[src/rtl/mem_arb_pkg.sv]
// mem_arb_pkg: shared types and constants for the line-memory arbiter.
//   arb_state_e : arbiter FSM states (IDLE / BUSY / RELEASE)
//   REQ_DCACHE  : requester id of the data cache (port r0)
//   REQ_ICACHE  : requester id of the instruction cache (port r1)
package mem_arb_pkg;

  typedef enum logic [1:0] {
    IDLE    = 2'd0,
    BUSY    = 2'd1,
    RELEASE = 2'd2
  } arb_state_e;

  localparam logic REQ_DCACHE = 1'b0;
  localparam logic REQ_ICACHE = 1'b1;

endpackage

[src/rtl/mem_arb_picker.sv]
// mem_arb_picker: 2-way winner selection for mem_arbiter.
//   clk_i    in  system clock
//   rst_i    in  asynchronous reset, active-low
//   req_i    in  request vector, bit N = requester N enable
//   grant_i  in  strobe: the current winner_o is being granted this cycle
//   winner_o out id of the requester that wins now (only meaningful when req_i != 0)
// Build option MEM_ARB_DCACHE_PRIORITY_EN: fixed priority to the dcache, no
// last-grant state. Default: round-robin between the two on a tie.
module mem_arb_picker
  import mem_arb_pkg::*;
(
  input  logic       clk_i,
  input  logic       rst_i,
  input  logic [1:0] req_i,
  input  logic       grant_i,
  output logic       winner_o
);

`ifdef MEM_ARB_DCACHE_PRIORITY_EN

  always_comb begin
    winner_o = req_i[REQ_DCACHE] ? REQ_DCACHE : REQ_ICACHE;
  end

`else

  logic last_grant_q;
  logic last_grant_d;

  always_comb begin
    case (req_i)
      2'b01:   winner_o = REQ_DCACHE;
      2'b10:   winner_o = REQ_ICACHE;
      2'b11:   winner_o = ~last_grant_q;
      default: winner_o = REQ_DCACHE;
    endcase
  end

  always_comb begin
    last_grant_d = grant_i ? winner_o : last_grant_q;
  end

  // Resets to the icache id so the dcache wins the first tie.
  always_ff @(posedge clk_i or negedge rst_i) begin
    if (!rst_i) begin
      last_grant_q <= REQ_ICACHE;
    end else begin
      last_grant_q <= last_grant_d;
    end
  end

`endif

endmodule

[src/rtl/mem_arbiter.sv]
// mem_arbiter: shares one line-wide memory port between dcache (r0) and icache (r1).
//   clk_i, rst_i                  clock, asynchronous active-low reset
//   r0_enable_i/write_i/addr_i/data_i, r0_ack_o   dcache request port
//   r1_enable_i/addr_i, r1_ack_o                  icache read-only request port
//   rd_data_o                     memory read data to both requesters (qualify with ack)
//   mem_enable_o/write_o/addr_o/data_o            registered memory command
//   mem_data_i, mem_ack_i         memory response
// Build option MEM_ARB_DCACHE_PRIORITY_EN (handled in mem_arb_picker): fixed
// dcache priority instead of round-robin.
//
// state   | meaning
// IDLE    | no transfer; grant the next requester when any enable is high
// BUSY    | command registered to memory, waiting for mem_ack_i
// RELEASE | acked; wait for the granted requester to drop its enable
module mem_arbiter
  import mem_arb_pkg::*;
#(
  parameter int ADDR_W = 32,
  parameter int DATA_W = 256
) (
  input  logic              clk_i,
  input  logic              rst_i,
  input  logic              r0_enable_i,
  input  logic              r0_write_i,
  input  logic [ADDR_W-1:0] r0_addr_i,
  input  logic [DATA_W-1:0] r0_data_i,
  output logic              r0_ack_o,
  input  logic              r1_enable_i,
  input  logic [ADDR_W-1:0] r1_addr_i,
  output logic              r1_ack_o,
  output logic [DATA_W-1:0] rd_data_o,
  output logic              mem_enable_o,
  output logic              mem_write_o,
  output logic [ADDR_W-1:0] mem_addr_o,
  output logic [DATA_W-1:0] mem_data_o,
  input  logic [DATA_W-1:0] mem_data_i,
  input  logic              mem_ack_i
);

  arb_state_e        state_q;
  logic              grant_q;
  logic              mem_enable_q;
  logic              mem_write_q;
  logic [ADDR_W-1:0] mem_addr_q;
  logic [DATA_W-1:0] mem_data_q;

  logic [1:0]        req;
  logic              winner;
  logic              grant_stb;

  assign req       = {r1_enable_i, r0_enable_i};
  assign grant_stb = (state_q == IDLE) && (req != 2'b00);

  mem_arb_picker u_picker (
    .clk_i    (clk_i),
    .rst_i    (rst_i),
    .req_i    (req),
    .grant_i  (grant_stb),
    .winner_o (winner)
  );

  always_ff @(posedge clk_i or negedge rst_i) begin
    if (!rst_i) begin
      state_q      <= IDLE;
      grant_q      <= REQ_DCACHE;
      mem_enable_q <= 1'b0;
      mem_write_q  <= 1'b0;
      mem_addr_q   <= '0;
      mem_data_q   <= '0;
    end else begin
      case (state_q)
        IDLE: begin
          if (grant_stb) begin
            grant_q      <= winner;
            mem_enable_q <= 1'b1;
            if (winner == REQ_DCACHE) begin
              mem_write_q <= r0_write_i;
              mem_addr_q  <= r0_addr_i;
              mem_data_q  <= r0_data_i;
            end else begin
              mem_write_q <= 1'b0;
              mem_addr_q  <= r1_addr_i;
              mem_data_q  <= '0;
            end
            state_q <= BUSY;
          end
        end
        BUSY: begin
          if (mem_ack_i) begin
            mem_enable_q <= 1'b0;
            mem_write_q  <= 1'b0;
            state_q      <= RELEASE;
          end
        end
        RELEASE: begin
          // A still-high enable here is the finished request, not a new one.
          if (!req[grant_q]) begin
            state_q <= IDLE;
          end
        end
        default: begin
          state_q <= IDLE;
        end
      endcase
    end
  end

  assign mem_enable_o = mem_enable_q;
  assign mem_write_o  = mem_write_q;
  assign mem_addr_o   = mem_addr_q;
  assign mem_data_o   = mem_data_q;
  assign rd_data_o    = mem_data_i;

  assign r0_ack_o = mem_ack_i && (state_q == BUSY) && (grant_q == REQ_DCACHE);
  assign r1_ack_o = mem_ack_i && (state_q == BUSY) && (grant_q == REQ_ICACHE);

endmodule

[config.mk]
export PLATFORM = sky130hd
export DESIGN_NAME = mem_arbiter
export DESIGN_NICKNAME = d
export VERILOG_FILES = /design/src/rtl/mem_arb_pkg.sv /design/src/rtl/mem_arb_picker.sv /design/src/rtl/mem_arbiter.sv
export SDC_FILE = /design/constraint.sdc
export NUM_CORES = 1
export LEC_CHECK = 0
export CORE_AREA = 2 2 441 443
export CTS_BUF_LIST = sky130_fd_sc_hd__clkbuf_2
export DETAILED_ROUTE_END_ITERATION = 12
export DIE_AREA = 0 0 443 445
export GPL_TIMING_DRIVEN = 0
export PLACE_DENSITY = 0.31
export SYNTH_ARGS = -nofsm -noshare
export SYNTH_HDL_FRONTEND = slang
export SYNTH_SLANG_ARGS = --single-unit
[constraint.sdc]
create_clock -name clk_i -period 1.9 [get_ports clk_i]
set_clock_uncertainty 0.15 [all_clocks]
set_input_delay 0.38 -clock clk_i [delete_from_list [all_inputs] [get_ports clk_i]]
set_output_delay 0.38 -clock clk_i [all_outputs]
set_load 0.03 [all_outputs]
# ---- After elaboration in Yosys (flattened, before gate mapping)
# Cells that the tools add are included.
dict set report word_totals {
  regBits 294
  latchBits 0
  mem_bits_rw 0
  romBits 0
  in_bits 582
  memories 0
}
dict set report op_classes {
  add_sub_neg 0
  mul 0
  div_mod_pow 0
  n_lt_le_gt_ge 1
  n_eq_ne 7
  shifts 0
  mux 15
  n_bitwise 2
  n_reduce_logical 10
}
# cell n
set ops {}
lappend ops {{two-way mux 256 bit} 1}
lappend ops {{two-way mux 32 bit} 1}
lappend ops {{equality test 2 bit (second input constant)} 3}
lappend ops {{two-way mux 1 bit} 6}
lappend ops {{two-way mux 2 bit} 3}
lappend ops {{one-hot mux 1 bit (2 select lines)} 3}
lappend ops {{one-hot mux 2 bit (3 select lines)} 1}
lappend ops {{AND reduction 3 bit} 2}
lappend ops {{logical AND 1 bit} 4}
lappend ops {{!= test 2 bit (second input constant)} 2}
lappend ops {{nonzero test 2 bit} 2}
lappend ops {{equality test 2 x 1 -> 1 bit (second input constant)} 1}
lappend ops {{logical NOT 2 bit} 1}
lappend ops {{less-than comparator 1 x 2 -> 1 bit (second input constant)} 1}
lappend ops {{!= test 2 x 1 -> 1 bit (second input constant)} 1}
lappend ops {{NOT 1 bit} 2}
lappend ops {{AND reduction 2 bit} 1}

# ---- Logic depth before layout (Yosys ltp)
dict set report logic_depth {
  word_depth 5
  mapped_depth 7
}

# ---- Modules after synthesis
# A second synthesis with hierarchy kept.
dict set report hier_totals {
  hier_cells 1211
  area_unflattened_um2 15120.8
}
# module n_inst cells_per_inst area_each_um2 seq_area_each_um2
set modules_own_cells {}
lappend modules_own_cells {mem_arbiter 1 1208 15068.2 7332.0}
lappend modules_own_cells {mem_arb_picker 1 3 52.6 26.3}

# ---- Least setup slack after synthesis
# Ideal clock, no wire load.
dict set report synth_path {
  path_kind {flip-flop to output port}
  from {reg state_q[1]}
  to {out r0_ack_o}
  arrival_ns 1.017
  required_time_ns 1.370
  slack_ns 0.353
  path_stages_with_launch 3
  path_buffers 0
  path_cell_list {dfrtp_1 > nand3b_1 > nor2_1}
}
dict set report synth_via {
  elab_chain_len 3
}
# item line
set synth_rtl {}
lappend synth_rtl {{from (decl)} mem_arbiter.sv:40} ;# arb_state_e state_q;
lappend synth_rtl {{from (signal assigned)} mem_arbiter.sv:64} ;# state_q <= IDLE;
lappend synth_rtl {{from (signal assigned)} mem_arbiter.sv:85} ;# state_q <= BUSY;
lappend synth_rtl {{from (signal assigned)} mem_arbiter.sv:92} ;# state_q <= RELEASE;
lappend synth_rtl {{equality test 2 x 1 -> 1 bit} mem_arbiter.sv:114} ;# assign r0_ack_o = mem_ack_i && (state_q == BUSY) && (grant_q == REQ_DCACHE);
lappend synth_rtl {{logical AND 1 bit (2 in series)} mem_arbiter.sv:114}
lappend synth_rtl {{to (decl)} mem_arbiter.sv:27} ;# output logic r0_ack_o,
# No other way between the ends.

# ---- Worst setup path in the final report
dict set report layout_path {
  from {in mem_ack_i}
  to {out r1_ack_o}
}
dict set report layout_via {
  elab_chain_len 2
}
# item line
set layout_rtl {}
lappend layout_rtl {{from (decl)} mem_arbiter.sv:37} ;# input logic mem_ack_i
lappend layout_rtl {{logical AND 1 bit (2 in series)} mem_arbiter.sv:115} ;# assign r1_ack_o = mem_ack_i && (state_q == BUSY) && (grant_q == REQ_ICACHE);
lappend layout_rtl {{to (decl)} mem_arbiter.sv:30} ;# output logic r1_ack_o,
# No other way between the ends.

==> metrics.sh <==
TIMING.HOLD.WORST.CLASS='primary input to asynchronous set/reset pin'
DETAILEDROUTE.FIRSTPASSITERATIONCOUNT=5
CLOCK_TREE.ROOT_CELL='sky130_fd_sc_hd__clkbuf_2'
CTS.HOLD.BUFFERS_ADDED=632
CAP_VIOLATIONS=0
ACHIEVABLE-FREQUENCY_MHz=342
CRITPATHCAPTURE='r1_ack_o'
CLKTRANSATPATHREGS_NS=0.08
SYNTH_TOP_FLOP_CELL='sky130_fd_sc_hd__dfrtp_1'
CRIT_PATH_START_KIND='primary input'
WIRE_LENGTH_OF_THE_FIRST_GLOBAL_ROUTING_PASS_UM=142000
TOP_METAL_USED='met5'
ROUTED-VIA-COUNT=15998
GRT_REMAINING_OVERFLOW=0
CRIT_CHAIN='clkdlybuf4s50_1, dlygate4sd3_1, dlygate4sd3_1, nand3b_1, nor2_1, buf_4'
SETUP.WORST_PATH.END_CLASS='output pin'
SETUP.WORST_PATH.START='mem_ack_i'
INITIAL_CORE_UTIL=0.0668
DESIGN.DIE.AREA_MM2=0.197
SETUP_SLACK_NS=-1.03
GLOBALROUTETOTALUTIL=0.104
IRDROPWORSTVDD_mV=0.480
AVGVIACOUNTPERCELL=2.92
WORST_PATH_DOMINANT_CELL_FAMILY='buffers and inverters'
CPPEAKSTAGEDELAY_NS=0.58
CRIT_PATH_BUFFERS_INVERTERS=4
LAYOUT.CELLS.MOST_COMMON='sky130_fd_sc_hd__dlygate4sd3_1'
PWR-SHARE-SEQ=0.246
CTS_NUM_SINKS=294
RELSLEWSLACK=0.315
ROUTED_WL_UM=109000
WORST_R2R_PATH_DEPTH=8
TIMING_WORST_SETUP_PATH_TYPE='primary input to output pin'
DP_WORST_SETUP_SLACK_NS=-1.05
FINAL_HOLD_VIOL_COUNT=3
CP_DATA_REQUIRED_TIME_NS=1.37
DETAIL_ROUTE.WL_PER_CELL_UM=19.8
ARRIVAL_NS=2.40
UNREPAIRED_SETUP_ENDPOINTS_AFTER_GLOBAL_ROUTING='true'
FINAL-MAX-SLEW-VIOLATION-COUNT=0
SYNTH-SEQ-AREA-SHARE=0.574
FINAL.HOLD.WORST_SLACK_NS=-0.00961
SYNTHARSTFLOPSHARE=1.00
ANTENNA_FOUND_INITIAL=28
WORSTPATHMAXFANOUT=3
STATUS='complete, but fails checks'
DRT_MET1_WL_UM=44900
CRIT_PATH_TOP_DELAY_CELL='sky130_fd_sc_hd__dlygate4sd3_1'
FIRST_ITER_VIOLATIONS=664
FINAL_PERIOD_MINUS_WORST_SETUP_SLACK_NS=2.93
PWR-SHARE-COMB=0.634
MAX_SLEW.WORST_PIN.SLEW_NS=1.03
PWR-SHARE-CLK=0.120
GRT_START_MAX_NET_PINS=101
DIEHEIGHT_UM=445
FINALCRITPERIODSHARE=1.54
HTREE_NUM_LEVELS=3
P_SW_FRAC=0.444
YS_SEQ_ELEMENTS=294
CELL_INTERNAL_PWR_mW=26.8
WORSTREG2REGSTART='state_q[0]'
R2R_END='mem_data_o[95]'
NET-SWITCHING-POWER_mW=21.4
FINALSETUPVIOLCOUNT=578
LAYOUT.CELLS.MOST_COMMON_LIST='631 x sky130_fd_sc_hd__dlygate4sd3_1, 580 x sky130_fd_sc_hd__clkdlybuf4s50_1, 476 x sky130_fd_sc_hd__buf_4'
DRIVE_GT1_FRAC=0.352
TIMING.CRITICAL_PATH.MODE_CELL='sky130_fd_sc_hd__dlygate4sd3_1'
ANTENNA_VIOLATING_NETS_POST_ROUTE=0
TRITONCTS='built'
TIMING.CRITICAL_PATH.DEPTH=6
TOTAL_LEAKAGE_POWER_nW=15.5
FINISH.NET_COUNT=3469
SYNTH_WARNINGS=0
FINALCOREUTILIZATION=0.183
SYNTH_FP_NETS=1615
POWER.TOTAL_mW=48.2
WL_MET2_UM=55300
SYN_AVG_CELL_AREA_UM2=12.4
SYNTH-EDFF-COUNT=0
SYN-INSTANCE-COUNT=1033
GRT_PASS1_VIAS=17112
REG2REG_SLACK_NS=-0.25
HPWL_UM=85500
IOS=1130
TRITONCTS.NUM_BUFFERS=100
YOSYSUNIQUECELLTYPES=24
GP_CONGESTION=0.840
FP-ROW-COUNT=161
DIE_W_UM=443
NETLIST_AREA_BEFORE_PLACEMENT_MM2=0.0128
FLOORPLAN.CORE_AREA_MM2=0.192
NUMPORTBUFFERS=873
SYNTHTOLAYOUTAREAGROWTH_PCT=175
FAILED_CHECKS='negative hold slack, negative setup slack'
PWR_DENSITY_CELL_mW_PER_MM2=1370
WL_MET3_UM=6090
LATER_PIN_CLOCK_LATENCY_IN_THE_SKEW_REPORT_NS=1.41
POST-ROUTE-DRC-COUNT=0
CTS.PATH.MAX_BUFFERS=3
==> layer usage <==
layer,global-route usage,vias up
met5,0,-
met4,0.0283,18
met3,0.0253,134
met2,0.182,697
met1,0.125,7893
li1,-,7256
==> Yosys cell counts (2+ instances only) <==
master / number / area [um2]
sky130_fd_sc_hd__a21oi_1: 33 / 165
sky130_fd_sc_hd__a22o_1: 256 / 2240
sky130_fd_sc_hd__a31oi_1: 33 / 206
sky130_fd_sc_hd__buf_2: 27 / 135
sky130_fd_sc_hd__buf_4: 261 / 1960
sky130_fd_sc_hd__buf_6: 29 / 327
sky130_fd_sc_hd__clkbuf_1: 14 / 52.6
sky130_fd_sc_hd__dfrtp_1: 293 / 7330
sky130_fd_sc_hd__nand2_1: 67 / 251
sky130_fd_sc_hd__nand2b_1: 2 / 12.5
sky130_fd_sc_hd__nor2_1: 3 / 11.3
sky130_fd_sc_hd__o21ai_0: 3 / 15.0
==> area by class of cell <==
cell class | instances | area [um2]
fillers | 21363 | 157000
repair buffers | 1754 | 17900
flip-flops and latches | 294 | 7370
well taps | 2526 | 3160
multi-input cells | 407 | 3010
plain buffers | 329 | 2870
clock buffers | 140 | 701
clock inverters | 24 | 171
diodes | 11 | 27.5
inverters | 1 | 3.75
==> kinds of logic (layout without fill, tap and decap cells) <==
logic type,after synthesis,in the layout,synth area share
AO/OA/AOI/OAI,329,329,0.208
AND/OR/NAND/NOR,78,78,0.0249
flip-flops,294,294,0.574
other,0,11,0
buffers and inverters,332,2248,0.193
==> power groups by stage <==
stage / sequential (mW) / clock, mW / combinational, mW
2_1_floorplan: 17.0 / 0 / 5.95
3_3_place_gp: 11.4 / 0 / 23.8
3_5_place_dp: 11.4 / 0 / 23.8
4_1_cts: 11.8 / 6.24 / 29.0
5_1_grt: 12.2 / 6.51 / 32.0
6_report: 11.9 / 5.79 / 30.6
==> flip-flops by register name, indices dropped and copies added, names as in the netlist <==
name and count:
u_picker.last_grant_q 1, mem_data_o 256, mem_write_o 1, mem_enable_o 1, mem_addr_o 32, grant_q 1, state_q 2
==> metrics by stage <==
step / instances / instance area [um2] / hold slack (ns) / setup TNS [ns]
detailed placement: 4435 / 24800 / 0.207 / -216.54
floorplan: 1033 / 12800 / -0.0656 / 0
CTS: 5385 / 34100 / -0.358 / -290.26
global placement: 4432 / 24700 / 0.320 / -4873.88
global route: 5482 / 35200 / -0.227 / -291.84
finish: 5486 / 35200 / -0.00961 / -188.44
==> tightest hold or removal path, stage by stage <==
cell,delay (ns)
sky130_fd_sc_hd__dlygate4sd3_1,0.53
sky130_fd_sc_hd__dlygate4sd3_1,0.60
sky130_fd_sc_hd__buf_8,0.13
sky130_fd_sc_hd__buf_16,0.28
==> worst min path at each step <==
stage / endpoint / slack, ns / depth (start not counted)
floorplan: grant_q / -0.07 / 0
global placement: mem_enable_o / 0.32 / 2
detailed placement: mem_data_o[167] / 0.21 / 1
CTS: mem_data_o[10] / -0.36 / 4
global route: mem_data_o[215] / -0.23 / 4
finish: mem_data_o[215] / -0.01 / 4
==> what timing repair did <==
action / CTS / global route
buffers inserted: 145 / 80
endpoints found under the setup margin: 566 / 580
endpoints found under the hold margin: 588 / 51
gates cloned: 10 / 12
pin swaps: 4 / 5
resized for setup: 2137 / 65
Note: power is estimated with default switching activity, not from simulation.
